`config.mk`:
```
export PLATFORM = sky130hd
export DESIGN_NAME = id_ex_stage
export DESIGN_NICKNAME = d
export VERILOG_FILES = /design/src/rtl/id_ex_stage.sv
export SDC_FILE = /design/constraint.sdc
export NUM_CORES = 1
export LEC_CHECK = 0
export CORE_UTILIZATION = 46
export DETAILED_ROUTE_END_ITERATION = 10
export PLACE_DENSITY = 0.87
export SYNTH_ARGS = -nofsm -noshare
export SYNTH_HDL_FRONTEND = slang
export SYNTH_SLANG_ARGS = --single-unit
```
`constraint.sdc`:
```
create_clock -name clk -period 6.4 [get_ports clk]
set_input_delay 0.64 -clock clk [delete_from_list [all_inputs] [get_ports clk]]
set_output_delay 0.64 -clock clk [all_outputs]
set_load 0.01 [all_outputs]
```
`src/rtl/id_ex_stage.sv`:
```
// ID/EX pipeline register with operand forwarding from EX/MEM and MEM/WB,
// plus the combinational load-use hazard request to pipeline control.
module id_ex_stage #(
  parameter int XLEN = 32
) (
  input  logic            clk,
  input  logic            rst_n,
  input  logic            stall,
  input  logic            flush,
  input  logic [XLEN-1:0] id_rs1_data,
  input  logic [XLEN-1:0] id_rs2_data,
  input  logic [XLEN-1:0] id_imm,
  input  logic [4:0]      id_rs1,
  input  logic [4:0]      id_rs2,
  input  logic [4:0]      id_rd,
  input  logic [3:0]      id_ALUop,
  input  logic            id_alu_src,
  input  logic            id_reg_write,
  input  logic            id_mem_read,
  input  logic            id_valid,
  input  logic [4:0]      exmem_rd,
  input  logic            exmem_reg_write,
  input  logic [XLEN-1:0] exmem_result,
  input  logic [4:0]      memwb_rd,
  input  logic            memwb_reg_write,
  input  logic [XLEN-1:0] memwb_result,
  output logic [XLEN-1:0] a,
  output logic [XLEN-1:0] b,
  output logic [XLEN-1:0] store_data,
  output logic [3:0]      ALUop,
  output logic [4:0]      ex_rd,
  output logic            ex_reg_write,
  output logic            ex_mem_read,
  output logic            ex_valid,
  output logic            load_use_stall
);

  // Pipeline entry held between decode and execute.
  logic [XLEN-1:0] rs1_data_p0;
  logic [XLEN-1:0] rs2_data_p0;
  logic [XLEN-1:0] imm_p0;
  logic [4:0]      rs1_p0;
  logic [4:0]      rs2_p0;
  logic [4:0]      rd_p0;
  logic [3:0]      alu_op_p0;
  logic            alu_src_p0;
  logic            reg_write_p0;
  logic            mem_read_p0;
  logic            vld_p0;

  logic [XLEN-1:0] fwd_rs1;
  logic [XLEN-1:0] fwd_rs2;

  // Picks the newest in-flight value for a source register. EX/MEM is the
  // younger producer so it wins; register 0 is never forwarded.
  function automatic logic [XLEN-1:0] fwd_sel(
    input logic [4:0]      rs,
    input logic [XLEN-1:0] reg_val,
    input logic [4:0]      ex_dst,
    input logic            ex_wr,
    input logic [XLEN-1:0] ex_val,
    input logic [4:0]      wb_dst,
    input logic            wb_wr,
    input logic [XLEN-1:0] wb_val
  );
    if (rs != 5'd0 && ex_wr && ex_dst == rs)
      return ex_val;
    else if (rs != 5'd0 && wb_wr && wb_dst == rs)
      return wb_val;
    else
      return reg_val;
  endfunction

  // ---- ID -> EX boundary: flush bubbles, stall holds, otherwise capture ----
  always_ff @(posedge clk or negedge rst_n) begin
    if (!rst_n) begin
      rs1_data_p0  <= '0;
      rs2_data_p0  <= '0;
      imm_p0       <= '0;
      rs1_p0       <= '0;
      rs2_p0       <= '0;
      rd_p0        <= '0;
      alu_op_p0    <= '0;
      alu_src_p0   <= 1'b0;
      reg_write_p0 <= 1'b0;
      mem_read_p0  <= 1'b0;
      vld_p0       <= 1'b0;
    end else if (flush) begin
      alu_op_p0    <= '0;
      reg_write_p0 <= 1'b0;
      mem_read_p0  <= 1'b0;
      vld_p0       <= 1'b0;
    end else if (!stall) begin
      rs1_data_p0  <= id_rs1_data;
      rs2_data_p0  <= id_rs2_data;
      imm_p0       <= id_imm;
      rs1_p0       <= id_rs1;
      rs2_p0       <= id_rs2;
      rd_p0        <= id_rd;
      alu_op_p0    <= id_ALUop;
      alu_src_p0   <= id_alu_src;
      reg_write_p0 <= id_valid & id_reg_write;
      mem_read_p0  <= id_valid & id_mem_read;
      vld_p0       <= id_valid;
    end
  end

  // ---- EX operand selection: forwarding re-evaluated every cycle ----
  always_comb begin
    fwd_rs1 = fwd_sel(rs1_p0, rs1_data_p0, exmem_rd, exmem_reg_write, exmem_result,
                      memwb_rd, memwb_reg_write, memwb_result);
    fwd_rs2 = fwd_sel(rs2_p0, rs2_data_p0, exmem_rd, exmem_reg_write, exmem_result,
                      memwb_rd, memwb_reg_write, memwb_result);
  end

  assign a          = fwd_rs1;
  assign b          = alu_src_p0 ? imm_p0 : fwd_rs2;
  assign store_data = fwd_rs2;

  assign ALUop        = alu_op_p0;
  assign ex_rd        = rd_p0;
  assign ex_reg_write = reg_write_p0;
  assign ex_mem_read  = mem_read_p0;
  assign ex_valid     = vld_p0;

  // A load in EX whose destination feeds the instruction now in decode
  // cannot be forwarded in time; ask control to hold decode one cycle.
  assign load_use_stall = vld_p0 && mem_read_p0 && (rd_p0 != 5'd0) &&
                          ((rd_p0 == id_rs1) || (rd_p0 == id_rs2)) && id_valid;

endmodule

```
* Word-level counts from Yosys, hierarchy flattened
Index checks and enable logic that the tools add are counted.
** Storage, ports and cells
- Register bits :: 119
- Input port bits :: 199
- Output and inout bits :: 109
- Word-level logic and storage cells :: 52
** Cells by class
- Equality and inequality tests :: 7
- Mux-type cells :: 13
- Bitwise logic cells :: 4
- Reduce and logical (&&, ||, !) cells :: 17
** Operators by type and width (number)
- $mux W32 :: 5
- $eq A5 B5 Y1 :: 6
- $reduce_bool A5 Y1 :: 3
- $logic_and A1 B1 Y1 :: 12
- $mux W4 :: 2
- $mux W1 :: 6
- $and A1 B1 Y1 :: 2
- $ne A2 B1 Y1 const B :: 1
- $not A1 Y1 :: 2
- $reduce_and A2 Y1 :: 1
- $logic_or A1 B1 Y1 :: 1

* Longest topological paths before layout
Gate-level depths: netlist of the first run.
- Depth in word-level cells :: 6
- Depth in mapped cells :: 7
- Gate-level depth less buffers :: 5

* Least setup slack after synthesis of the first run
OpenSTA, ideal clock, no wires.
- Path kind :: input-to-output
- Start :: input port memwb_rd[0]
- End :: output port b[11]
- Arrival :: 2079 ps
- Data required time :: 5760 ps
- Slack :: 3681 ps
- Stages on the path :: 7
- Path through :: xnor2_1 -> and4_1 -> clkbuf_1 -> clkbuf_1 -> nand3_1 -> a31oi_1 -> mux2_2
** Between the ends
- Word-level cells in the longest chain between the ends :: 5
** RTL lines
- start, declared :: RTL line 24 : input logic [4:0] memwb_rd,
- $eq A5 B5 Y1 :: RTL line 68 : else if (rs != 5'd0 && wb_wr && wb_dst == rs)
- $logic_and A1 B1 Y1 :: RTL line 68
- $mux W32 :: RTL line 68
- $mux W32 :: RTL line 66 : if (rs != 5'd0 && ex_wr && ex_dst == rs)
- via store_data[11] :: RTL line 29 : output logic [XLEN-1:0] store_data,
- $mux W32 :: RTL line 117 : assign b = alu_src_p0 ? imm_p0 : fwd_rs2;
- end, declared :: RTL line 28 : output logic [XLEN-1:0] b,
The timed path passes the listed nets, and every way through them passes these cells.

* Final worst setup path of the first run
- Start :: register rs2_p0[1]
- End :: output port b[0]
** Between the ends
- Word-level cells in the longest chain between the ends :: 6
- Elaborated cells between the ends (all ways) :: 10
- Those cells by class :: eq/ne: 2; mux: 3; reduce/logical: 5
** RTL lines
- start, declared :: RTL line 43 : logic [4:0] rs2_p0;
- start signal, assigned :: RTL line 98 : rs2_p0 <= id_rs2;
- $reduce_bool A5 Y1 :: RTL line 66, 68
- $logic_and A1 B1 Y1 (2 in a row) :: RTL line 68
- $mux W32 :: RTL line 68
- $mux W32 * :: RTL line 66
- $mux W32 * :: RTL line 117
Every way passes the cells marked *; elsewhere a longest branch is shown, timed or not.

==> results of run 1 <==
[per-stage QoR]
stage                     std cells  instance area, µm²  setup slack, ps  hold WS (ps)  power [W]
after floorplan                 647                6928             3681         344.4   0.001361
final                          1124               10730             1000         226.1   0.002854
after CTS                      1124               10730             1098         238.8   0.002861
after global routing           1124               10730            887.6         270.6   0.002963
after global placement         1092               10130             1612         484.3   0.001866
after detailed placement       1092               10130             1566         491.5   0.001882
[path summary, 6_finish.rpt]
| kind | to |
|---|---|
| setup / recovery | b[0] |
| min in group clk | imm_p0[5] |
| setup reg to reg | alu_src_p0 |
| max in group asynchronous | alu_src_p0 |
| hold reg to reg | imm_p0[5] |
| hold / removal | rs2_data_p0[14] |
[power by group]
part	total, W	leakage [nW]	switching, W	internal (W)
clock	0.000972	0.278	0.000376	0.000596
combinational	0.000933	2.39	0.000390	0.000543
sequential	0.000949	1.41	0.0000887	0.000860
total	0.00285	4.07	0.000855	0.00200
[state kept, by name (all words and copies together) (netlist names), 4 cells and up]
signal,flops
rs2_data_p0,32
imm_p0,32
rs2_p0,5
rs1_p0,5
rs1_data_p0,32
ex_rd,5
ALUop,4
[cell type report]
class / instances / area share, %
multi-input combinational: 468 / 34.91
timing repair buffer: 321 / 29.59
sequential: 119 / 27.76
clock buffer: 19 / 4.221
tap: 184 / 2.146
clock inverter: 13 / 1.364
[cells in the final DEF, fill, tap and decap left out]
master,instances
buf_4,15
nor3_1,34
nor2b_1,1
clkinv_4,3
dfrtp_2,1
inv_6,2
or4_4,1
xnor2_1,19
o211ai_4,1
xnor2_2,1
clkinv_2,1
clkbuf_8,2
or2_1,2
a22oi_1,2
mux2_2,142
o21ai_0,32
and3_1,32
nor2_4,2
or4_1,2
a21oi_1,2
o2111ai_1,1
mux2i_1,36
nand3_1,34
nor4_4,2
clkdlybuf4s50_1,306
xor2_1,10
nand4_1,4
nand2_1,33
dfrtp_1,118
mux2_1,2
clkinvlp_4,5
clkbuf_16,17
bufinv_16,2
nor2_1,8
o31ai_1,32
and4_1,1
a31oi_1,32
[per-layer routing]
metal	up-vias	wire length, µm	global-route usage (%)
met5	-	0	0
met4	0	627	10.99
met3	58	2078	7.818
met2	359	12120	54.40
met1	3238	9699	38.35
li1	2960	-	-
[cell families (layout without fill, tap and decap cells)]
logic type | after synthesis | after routing
multiplexers | 180 | 180
AND/OR/NAND/NOR | 156 | 156
flip-flops | 119 | 119
AO/OA/AOI/OAI | 102 | 102
buffers and inverters | 60 | 353
XOR/XNOR | 30 | 30
==> impl_metrics.xml, run 1 <==
<?xml version="1.0" encoding="UTF-8"?>
<metrics>
  <group name="synth">
    <metric name="post_synth_num_cell_types" unit="">30</metric>
    <metric name="synth_top_flop_cell" unit="">dfrtp_1</metric>
    <metric name="synth_commonest_cells" unit="">mux2_2, dfrtp_1, clkbuf_1, mux2i_1</metric>
    <metric name="synth.most_common_cell" unit="">mux2_2</metric>
    <metric name="netlist_top_cells_area" unit="">dfrtp_1, mux2_2, mux2i_1</metric>
    <metric name="synth_compound_gate_area_share" unit="%">9.337</metric>
    <metric name="sequential_area_share_after_synthesis" unit="%">42.98</metric>
    <metric name="yosys.area.top_type_share" unit="%">42.98</metric>
    <metric name="yosys_warnings" unit="">0</metric>
    <metric name="net_count_after_synthesis" unit="">846</metric>
    <metric name="post_synthesis_simple_gate_area_fraction" unit="%">11.63</metric>
    <metric name="synthCells" unit="">647</metric>
    <metric name="avgSynthCellArea" unit="µm²">10.71</metric>
    <metric name="synth_largest_area_cell" unit="">dfrtp_1</metric>
    <metric name="synth_fa_ha_area_share" unit="%">0</metric>
    <metric name="syn-cell-area" unit="µm²">6928</metric>
    <metric name="synthXorXnorAreaFrac" unit="%">3.793</metric>
    <metric name="synth_edf_count" unit="">0</metric>
    <metric name="fraction_of_registers_with_async_set_reset" unit="%">100.0</metric>
    <metric name="yosys-mux-area-fraction" unit="%">28.61</metric>
    <metric name="synth.ff_latch_count" unit="">119</metric>
    <metric name="synth_top_family_by_area" unit="">multiplexers</metric>
  </group>
  <group name="timing">
    <metric name="max-slew-margin-rel" unit="%">3.188</metric>
    <metric name="fmax" unit="GHz">0.1852</metric>
    <metric name="period_utilization_post_route" unit="%">84.37</metric>
    <metric name="clock-skew-final" unit="ps">0</metric>
    <metric name="setup-violations-final" unit="">0</metric>
    <metric name="rsz_0062_raised_after_global_routing" unit="">false</metric>
    <metric name="finalCriticalPeriod" unit="ps">5400</metric>
    <metric name="drv_slew" unit="">0</metric>
    <metric name="worst_pin_slew" unit="ps">1452</metric>
    <metric name="final_hold_viol_count" unit="">0</metric>
    <metric name="setup_total_negative_slack" unit="ps">0</metric>
  </group>
  <group name="cts">
    <metric name="cts-root-to-sink-buffers" unit="">2</metric>
    <metric name="cts_resized" unit="">0</metric>
    <metric name="cts-buffers-inserted" unit="">17</metric>
    <metric name="ctsHoldBuffers" unit="">0</metric>
    <metric name="clock-sinks" unit="">119</metric>
    <metric name="cts.clk_slew.worst_paths" unit="ps">60</metric>
    <metric name="worstSkewPairLatency" unit="ps">420</metric>
    <metric name="cts.root.buffer_cell" unit="">clkbuf_16</metric>
    <metric name="tritoncts" unit="">built</metric>
    <metric name="cts_post_setup_buffers_inserted" unit="">0</metric>
    <metric name="ctsHtreeMaxLevel" unit="">4</metric>
  </group>
  <group name="setup_path">
    <metric name="critical-path-top-delay-family" unit="">simple AND/OR/NAND/NOR gates</metric>
    <metric name="crit_path_cell_trace" unit="">or4_4, o211ai_4, or2_1, a31oi_1, mux2_1, clkdlybuf4s50_1</metric>
    <metric name="worst_ep_required" unit="ps">5760</metric>
    <metric name="critPathKind" unit="">flip-flop to primary output</metric>
    <metric name="reg2reg_slack" unit="ps">5130</metric>
    <metric name="timing.critical_path.to_type" unit="">primary output</metric>
    <metric name="cp.buffers_inverters" unit="">1</metric>
    <metric name="worst_r2r_path_depth" unit="">1</metric>
    <metric name="crit_path_start_kind" unit="">flip-flop</metric>
    <metric name="critical-path-slowest-cell" unit="">or2_1</metric>
    <metric name="critical_path_cell_count" unit="">6</metric>
    <metric name="timing.critical_path.fanout_max" unit="">33</metric>
    <metric name="worst_r2r_startpoint" unit="">alu_src_p0</metric>
    <metric name="worstPathArrival" unit="ps">4760</metric>
    <metric name="max_stage_delay" unit="ps">1190</metric>
    <metric name="worst_setup_path_startpoint" unit="">rs2_p0[1]</metric>
  </group>
  <group name="cells_and_area">
    <metric name="share_of_final_layout_standard_cells_stronger_than_drive_strength_1" unit="%">20.96</metric>
    <metric name="n_antenna_cell" unit="">0</metric>
    <metric name="register_area" unit="µm²">2979</metric>
    <metric name="design.final.nets" unit="">1126</metric>
    <metric name="final_core_utilization" unit="%">73.55</metric>
    <metric name="fillerInstances" unit="">1005</metric>
    <metric name="multiInputGateArea" unit="µm²">3746</metric>
    <metric name="flow.area_growth_from_synthesis" unit="%">54.89</metric>
  </group>
  <group name="global_routing">
    <metric name="antenna_found_initial" unit="">0</metric>
    <metric name="grt_start_max_net_pins" unit="">67</metric>
    <metric name="number_of_global_route_vias_before_repair" unit="">6768</metric>
    <metric name="grt_usage" unit="%">31.63</metric>
    <metric name="grt_pass1_wl" unit="µm">38160</metric>
    <metric name="overflow" unit="">0</metric>
  </group>
  <group name="detailed_routing">
    <metric name="num_vias" unit="">6615</metric>
    <metric name="initialDrtViolationCount" unit="">513</metric>
    <metric name="first_pass_iters" unit="">8</metric>
    <metric name="routedWlPerCell" unit="µm">21.82</metric>
    <metric name="vias_per_cell" unit="">5.885</metric>
    <metric name="routed_wire_length" unit="µm">24530</metric>
    <metric name="drc_errors" unit="">0</metric>
    <metric name="final_antenna_net_count" unit="">0</metric>
  </group>
  <group name="hold_path">
    <metric name="hp-class" unit="">input pin to async pin</metric>
  </group>
  <group name="floorplan">
    <metric name="placement_rows" unit="">44</metric>
    <metric name="die_w" unit="µm">124.7</metric>
    <metric name="die_y" unit="µm">124.7</metric>
    <metric name="core_region_area" unit="µm²">14590</metric>
    <metric name="die_area" unit="µm²">15560</metric>
    <metric name="floorplan.io_pins" unit="">308</metric>
    <metric name="initial_utilization" unit="%">47.49</metric>
  </group>
  <group name="run">
    <metric name="max_cap_viol_count" unit="">0</metric>
  </group>
  <group name="place">
    <metric name="routabilityCongestion" unit="">0.8649</metric>
    <metric name="post-dp-hpwl" unit="µm">16640</metric>
    <metric name="place.port_buffers" unit="">307</metric>
  </group>
  <group name="pwr">
    <metric name="power_density_over_the_cells" unit="nW/µm²">266.0</metric>
    <metric name="irDropWorstVdd" unit="mV">0.2242</metric>
    <metric name="p_leak" unit="nW">4.071</metric>
  </group>
  <group name="status">
    <metric name="outcome" unit="">finished, final reports clean</metric>
  </group>
</metrics>
No activity file was read; power rests on OpenSTA's default activity.
==> run 2, diff against run 1 <==
--- a/config.mk
+++ b/config.mk
@@ -5,9 +5,9 @@
 export SDC_FILE = /design/constraint.sdc
 export NUM_CORES = 1
 export LEC_CHECK = 0
-export CORE_UTILIZATION = 46
+export CORE_UTILIZATION = 43
 export DETAILED_ROUTE_END_ITERATION = 10
-export PLACE_DENSITY = 0.87
+export PLACE_DENSITY = 0.82
 export SYNTH_ARGS = -nofsm -noshare
 export SYNTH_HDL_FRONTEND = slang
 export SYNTH_SLANG_ARGS = --single-unit
==> constraint.sdc (replaced) <==
create_clock -name clk -period 5.3 [get_ports clk]
set_input_delay 0.53 -clock clk [delete_from_list [all_inputs] [get_ports clk]]
set_output_delay 0.53 -clock clk [all_outputs]
set_load 0.01 [all_outputs]
==> run 2 against run 1 <==
First-iteration DRC count down 23%. Sequential power is 21% higher. Core utilization fell by 5.3 points. Die area up 6.9%. Combinational power is 20% higher. Clock power rose by 27%. Worst setup slack improved by 1.9 ps. Sequential cell count unchanged. Total power increased by 23%. Critical path depth is 3 higher. Largest power group unchanged.
==> impl_metrics.xml, run 2 (synthesis gave the netlist of run 1 again) <==
<?xml version="1.0" encoding="UTF-8"?>
<metrics>
  <group name="setup_path">
    <metric name="worst_r2r_startpoint" unit="">alu_src_p0</metric>
    <metric name="worstPathArrival" unit="ps">3770</metric>
    <metric name="critPathKind" unit="">input pin to primary output</metric>
    <metric name="worst_setup_path_startpoint" unit="">memwb_rd[1]</metric>
    <metric name="timing.critical_path.to_type" unit="">primary output</metric>
    <metric name="worst_r2r_endpoint" unit="">alu_src_p0</metric>
    <metric name="crit_path_start_kind" unit="">input pin</metric>
    <metric name="timing.critical_path.fanout_max" unit="">33</metric>
    <metric name="worst_ep_required" unit="ps">4770</metric>
    <metric name="worst_r2r_path_depth" unit="">1</metric>
    <metric name="reg2reg_slack" unit="ps">3990</metric>
  </group>
  <group name="floorplan">
    <metric name="die_y" unit="µm">128.9</metric>
    <metric name="die_w" unit="µm">128.9</metric>
    <metric name="placement_rows" unit="">46</metric>
    <metric name="core_region_area" unit="µm²">15830</metric>
    <metric name="initial_utilization" unit="%">43.77</metric>
    <metric name="die_area" unit="µm²">16620</metric>
    <metric name="floorplan.io_pins" unit="">308</metric>
  </group>
  <group name="status">
    <metric name="outcome" unit="">finished, final reports clean</metric>
  </group>
  <group name="timing">
    <metric name="worst_hold_slack" unit="ps">285.7</metric>
    <metric name="clock-skew-final" unit="ps">0</metric>
    <metric name="setup-violations-final" unit="">0</metric>
    <metric name="setup_total_negative_slack" unit="ps">0</metric>
    <metric name="fmax" unit="GHz">0.2327</metric>
    <metric name="max-slew-margin-rel" unit="%">32.76</metric>
    <metric name="worst_pin_slew" unit="ps">1009</metric>
    <metric name="period_utilization_post_route" unit="%">81.09</metric>
    <metric name="rsz_0062_raised_after_global_routing" unit="">false</metric>
    <metric name="finalCriticalPeriod" unit="ps">4298</metric>
    <metric name="drv_slew" unit="">0</metric>
    <metric name="final_hold_viol_count" unit="">0</metric>
  </group>
  <group name="cells_and_area">
    <metric name="design.final.nets" unit="">1126</metric>
    <metric name="flow.area_growth_from_synthesis" unit="%">55.95</metric>
    <metric name="share_of_final_layout_standard_cells_stronger_than_drive_strength_1" unit="%">20.96</metric>
    <metric name="post_layout_instance_count_excluding_filler_cells" unit="">1157</metric>
    <metric name="reg_top3" unit="">imm_p0: 32 flops, rs1_data_p0: 32 flops, rs2_data_p0: 32 flops</metric>
    <metric name="mostFrequentLayoutCell" unit="">clkdlybuf4s50_1</metric>
    <metric name="final_core_utilization" unit="%">68.26</metric>
    <metric name="most-common-layout-cells" unit="">clkdlybuf4s50_1, mux2_2, dfrtp_1</metric>
  </group>
  <group name="detailed_routing">
    <metric name="routedWlPerCell" unit="µm">20.71</metric>
    <metric name="final_antenna_net_count" unit="">0</metric>
    <metric name="vias_per_cell" unit="">5.590</metric>
    <metric name="routed_wire_length" unit="µm">23960</metric>
    <metric name="dr_wl_met2" unit="µm">11670</metric>
    <metric name="route.met3.wl" unit="µm">2243</metric>
    <metric name="drc_errors" unit="">0</metric>
    <metric name="num_vias" unit="">6468</metric>
    <metric name="first_pass_iters" unit="">8</metric>
    <metric name="m1WireLength" unit="µm">9570</metric>
    <metric name="initialDrtViolationCount" unit="">393</metric>
    <metric name="routed.top_layer" unit="">met4</metric>
  </group>
  <group name="run">
    <metric name="max_cap_viol_count" unit="">0</metric>
  </group>
  <group name="cts">
    <metric name="cts.clk_slew.worst_paths" unit="ps">50</metric>
    <metric name="cts-root-to-sink-buffers" unit="">2</metric>
    <metric name="clock-sinks" unit="">119</metric>
    <metric name="cts_resized" unit="">0</metric>
    <metric name="ctsHtreeMaxLevel" unit="">4</metric>
    <metric name="worstSkewPairLatency" unit="ps">410</metric>
    <metric name="cts_post_setup_buffers_inserted" unit="">0</metric>
    <metric name="tritoncts" unit="">built</metric>
    <metric name="ctsHoldBuffers" unit="">0</metric>
    <metric name="cts.root.buffer_cell" unit="">clkbuf_16</metric>
    <metric name="cts-buffers-inserted" unit="">17</metric>
  </group>
  <group name="place">
    <metric name="routabilityCongestion" unit="">0.8787</metric>
    <metric name="place.port_buffers" unit="">307</metric>
    <metric name="post-place-cells" unit="">1124</metric>
    <metric name="post-dp-hpwl" unit="µm">16480</metric>
  </group>
  <group name="pwr">
    <metric name="irDropWorstVdd" unit="mV">0.2182</metric>
    <metric name="p_leak" unit="nW">4.089</metric>
    <metric name="power_density_over_the_cells" unit="nW/µm²">324.2</metric>
  </group>
  <group name="hold_path">
    <metric name="hp-class" unit="">input pin to async pin</metric>
  </group>
  <group name="global_routing">
    <metric name="grt_start_max_net_pins" unit="">77</metric>
    <metric name="number_of_global_route_vias_before_repair" unit="">6559</metric>
    <metric name="overflow" unit="">0</metric>
    <metric name="antenna_found_initial" unit="">1</metric>
    <metric name="grt_pass1_wl" unit="µm">36290</metric>
    <metric name="grt_usage" unit="%">28.87</metric>
  </group>
</metrics>
[run 2: worst max-delay path, cell delays in order]
cell and delay, ps:
clkdlybuf4s50_1 550, xnor2_2 130, buf_4 320, nand2_1 510, buf_4 410, o31ai_1 340, a31oi_1 170, mux2_2 300
clkdlybuf4s50_1 480
[run 2: worst max path at each step]
stage,to
after floorplan,b[10]
after global placement,b[0]
after detailed placement,b[22]
after CTS,b[22]
after global routing,b[0]
final,b[22]
[run 2: final cells by class]
cell class / instances / area, µm²
Fill cell: 1220 / 5024
Clock buffer: 17 / 425.4
Sequential cell: 119 / 2979
Clock inverter: 15 / 205.2
Antenna cell: 1 / 2.502
Timing Repair Buffer: 321 / 3176
Multi-Input combinational cell: 468 / 3746
Tap cell: 216 / 270.3
[run 2: report_power, final]
group	internal, W	switching (W)	total [W]	leakage, nW
logic	0.000658	0.000462	0.00112	2.38
clock network	0.000788	0.000447	0.00123	0.299
registers	0.00104	0.000109	0.00115	1.41
[run 2: stage by stage]
step | setup slack, ps | total power [W] | cell area [µm²]
finish | 1002 | 0.003502 | 10800
global route | 904.1 | 0.003652 | 10800
CTS | 1090 | 0.003524 | 10800
detailed placement | 1103 | 0.002273 | 10170
global placement | 1206 | 0.002255 | 10170
floorplan | 2721 | 0.001644 | 6928
[run 2: metal layers]
metal,up-vias,global-route usage (%)
li1,2962,-
met1,3127,36.14
met2,332,47.19
met3,47,8.565
met4,0,10.59
met5,-,0
==> run 3, diff against run 2 <==
--- a/config.mk
+++ b/config.mk
@@ -5,9 +5,9 @@
 export SDC_FILE = /design/constraint.sdc
 export NUM_CORES = 1
 export LEC_CHECK = 0
-export CORE_UTILIZATION = 43
+export CORE_UTILIZATION = 39
 export DETAILED_ROUTE_END_ITERATION = 10
-export PLACE_DENSITY = 0.82
+export PLACE_DENSITY = 0.78
 export SYNTH_ARGS = -nofsm -noshare
 export SYNTH_HDL_FRONTEND = slang
 export SYNTH_SLANG_ARGS = --single-unit
==> constraint.sdc (replaced) <==
create_clock -name clk -period 3.4 [get_ports clk]
set_input_delay 0.34 -clock clk [delete_from_list [all_inputs] [get_ports clk]]
set_output_delay 0.34 -clock clk [all_outputs]
set_load 0.01 [all_outputs]
==> run 3 against run 2 <==
First-iteration DRC count fell by 5.9%. Non-clock buffer count rose by 12. Total power rose by 52%. Wire length fell by 2.3%. Critical path depth fell by 2. Via count rose by 0.39%. Register-to-register slack got worse by 1900 ps. Sequential share of layout area fell by 0.32 points. Sequential power rose by 56%. Cell area rose by 1.2%. Sequential cell count did not move. Clock skew did not move. Critical endpoint is now b[15]. Largest cell class unchanged. Highest routed layer unchanged.
==> impl_metrics.xml, run 3 (synthesis gave the netlist of run 1 again) <==
<?xml version="1.0" encoding="UTF-8"?>
<metrics>
  <group name="status">
    <metric name="outcome" unit="">finished, final reports clean</metric>
  </group>
  <group name="timing">
    <metric name="finalCriticalPeriod" unit="ps">3323</metric>
    <metric name="worst_pin_slew" unit="ps">885.8</metric>
    <metric name="clock-skew-final" unit="ps">0</metric>
    <metric name="rsz_0062_raised_after_global_routing" unit="">true</metric>
    <metric name="setup-violations-final" unit="">0</metric>
    <metric name="period_utilization_post_route" unit="%">97.73</metric>
    <metric name="setup_total_negative_slack" unit="ps">0</metric>
    <metric name="fmax" unit="GHz">0.3009</metric>
    <metric name="fin_ws" unit="ps">77.17</metric>
    <metric name="drv_slew" unit="">0</metric>
    <metric name="max-slew-margin-rel" unit="%">40.94</metric>
    <metric name="final_hold_viol_count" unit="">0</metric>
  </group>
  <group name="global_routing">
    <metric name="number_of_global_route_vias_before_repair" unit="">6740</metric>
    <metric name="grt_start_max_net_pins" unit="">113</metric>
    <metric name="antenna_found_initial" unit="">0</metric>
    <metric name="overflow" unit="">0</metric>
    <metric name="grt_pass1_wl" unit="µm">36090</metric>
    <metric name="grt_usage" unit="%">25.83</metric>
  </group>
  <group name="pwr">
    <metric name="irDropWorstVdd" unit="mV">0.3525</metric>
    <metric name="p_leak" unit="nW">4.171</metric>
    <metric name="power_density_over_the_cells" unit="nW/µm²">486.8</metric>
    <metric name="p_switching" unit="W">0.001518</metric>
    <metric name="pwr-share-clk" unit="%">33.3</metric>
    <metric name="power.share.combinational" unit="%">33.2</metric>
    <metric name="power_frac_seq" unit="%">33.5</metric>
    <metric name="internal_power_contribution" unit="W">0.003806</metric>
    <metric name="switching_share" unit="%">28.51</metric>
  </group>
  <group name="cells_and_area">
    <metric name="design.final.nets" unit="">1138</metric>
    <metric name="most-common-layout-cells" unit="">clkdlybuf4s50_1, mux2_2, dfrtp_1</metric>
    <metric name="reg_top3" unit="">imm_p0: 32 flops, rs1_data_p0: 32 flops, rs2_data_p0: 32 flops</metric>
    <metric name="flow.area_growth_from_synthesis" unit="%">57.83</metric>
    <metric name="multiInputGateArea" unit="µm²">3749</metric>
    <metric name="mostFrequentLayoutCell" unit="">clkdlybuf4s50_1</metric>
    <metric name="final_core_utilization" unit="%">63.22</metric>
    <metric name="fillerInstances" unit="">1414</metric>
    <metric name="final_design_area_no_fill" unit="µm²">10930</metric>
    <metric name="n_antenna_cell" unit="">0</metric>
    <metric name="register_area" unit="µm²">2980</metric>
    <metric name="share_of_final_layout_standard_cells_stronger_than_drive_strength_1" unit="%">21.77</metric>
  </group>
  <group name="cts">
    <metric name="tritoncts" unit="">built</metric>
    <metric name="worstSkewPairLatency" unit="ps">410</metric>
    <metric name="cts.root.buffer_cell" unit="">clkbuf_16</metric>
    <metric name="cts-root-to-sink-buffers" unit="">2</metric>
    <metric name="ctsHtreeMaxLevel" unit="">4</metric>
    <metric name="cts-buffers-inserted" unit="">17</metric>
    <metric name="cts.clk_slew.worst_paths" unit="ps">50</metric>
    <metric name="clock-sinks" unit="">119</metric>
  </group>
  <group name="detailed_routing">
    <metric name="num_vias" unit="">6493</metric>
    <metric name="routedWlPerCell" unit="µm">19.91</metric>
    <metric name="initialDrtViolationCount" unit="">370</metric>
    <metric name="final_antenna_net_count" unit="">0</metric>
    <metric name="vias_per_cell" unit="">5.521</metric>
    <metric name="first_pass_iters" unit="">5</metric>
    <metric name="drc_errors" unit="">0</metric>
    <metric name="routed_wire_length" unit="µm">23420</metric>
  </group>
  <group name="setup_path">
    <metric name="critical-path-top-delay-family" unit="">simple AND/OR/NAND/NOR gates</metric>
    <metric name="crit_path_start_kind" unit="">flip-flop</metric>
    <metric name="timing.critical_path.fanout_max" unit="">15</metric>
    <metric name="cp.buffers_inverters" unit="">2</metric>
    <metric name="max_stage_delay" unit="ps">600</metric>
    <metric name="worst_ep_required" unit="ps">3060</metric>
    <metric name="worstPathArrival" unit="ps">2980</metric>
    <metric name="crit_path_cell_trace" unit="">or4_4, o211ai_4, or2_1, buf_6, a31oi_1, mux2_2, clkdlybuf4s50_1</metric>
    <metric name="critical-path-slowest-cell" unit="">or4_4</metric>
    <metric name="timing.critical_path.to_type" unit="">primary output</metric>
    <metric name="critPathKind" unit="">flip-flop to primary output</metric>
  </group>
  <group name="run">
    <metric name="max_cap_viol_count" unit="">0</metric>
  </group>
  <group name="floorplan">
    <metric name="die_area" unit="µm²">18300</metric>
    <metric name="placement_rows" unit="">48</metric>
    <metric name="die_y" unit="µm">135.3</metric>
    <metric name="floorplan.io_pins" unit="">308</metric>
    <metric name="initial_utilization" unit="%">40.05</metric>
    <metric name="die_w" unit="µm">135.3</metric>
    <metric name="core_region_area" unit="µm²">17300</metric>
  </group>
  <group name="place">
    <metric name="routabilityCongestion" unit="">0.7972</metric>
    <metric name="placed_instance_area" unit="µm²">10320</metric>
    <metric name="post-dp-hpwl" unit="µm">16720</metric>
    <metric name="place.port_buffers" unit="">307</metric>
    <metric name="dpl_worst_slack" unit="ps">339.3</metric>
  </group>
  <group name="hold_path">
    <metric name="hp-class" unit="">input pin to async pin</metric>
  </group>
</metrics>
run 3: per-stage QoR:
stage          std cells  hold slack [ps]  power (W)
2_1_floorplan        647            44.41   0.002563
3_3_place_gp        1143            368.1   0.003531
3_5_place_dp        1143            366.5   0.003561
4_1_cts             1175            464.0   0.005352
5_1_grt             1176            515.7   0.005561
6_report            1176            474.7   0.005323
run 3: worst paths after layout:
check                      startpoint              end  slack, ps  depth (start not counted)
setup / recovery            rs2_p0[1]            b[15]         80                          7
hold / removal                  rst_n         ALUop[0]        470                          2
setup reg to reg           alu_src_p0       alu_src_p0       2100                          1
hold reg to reg             imm_p0[0]        imm_p0[0]        500                          1
max in group asynchronous       rst_n  rs2_data_p0[20]       2130                          3
min in group clk            imm_p0[0]        imm_p0[0]        500                          1
run 3: metal layers:
metal  GRT usage (%)  share of wire (%)
met1           31.34                 42
met2           43.56                 49
met4           10.99                2.9
met5               0                  0
met3           6.248                6.6
run 3: what timing repair did:
| item | 4_1_cts | 5_1_grt |
|---|---|---|
| setup buffers | 0 | 1 |
| hold buffers | 1 | 0 |
| endpoints found under the setup margin | 1 | 25 |
| hold endpoints to repair | 40 | 0 |
| pin swaps | 0 | 3 |
| resized for setup | 1 | 8 |
run 3: power by group through the flow:
stage	clock [W]	combinational (W)	sequential, W
after CTS	0.00180	0.00177	0.00178
after global placement	0	0.00174	0.00180
after floorplan	0	0.000824	0.00174
final	0.00177	0.00177	0.00179
after detailed placement	0	0.00176	0.00180
after global routing	0.00186	0.00189	0.00181
run 3: layout make-up:
class | instances | area share (%)
multi-input cells | 468 | 34.28
repair buffers | 333 | 30.69
flip-flops and latches | 119 | 27.26
clock buffers | 19 | 3.959
well taps | 225 | 2.575
clock inverters | 12 | 1.236
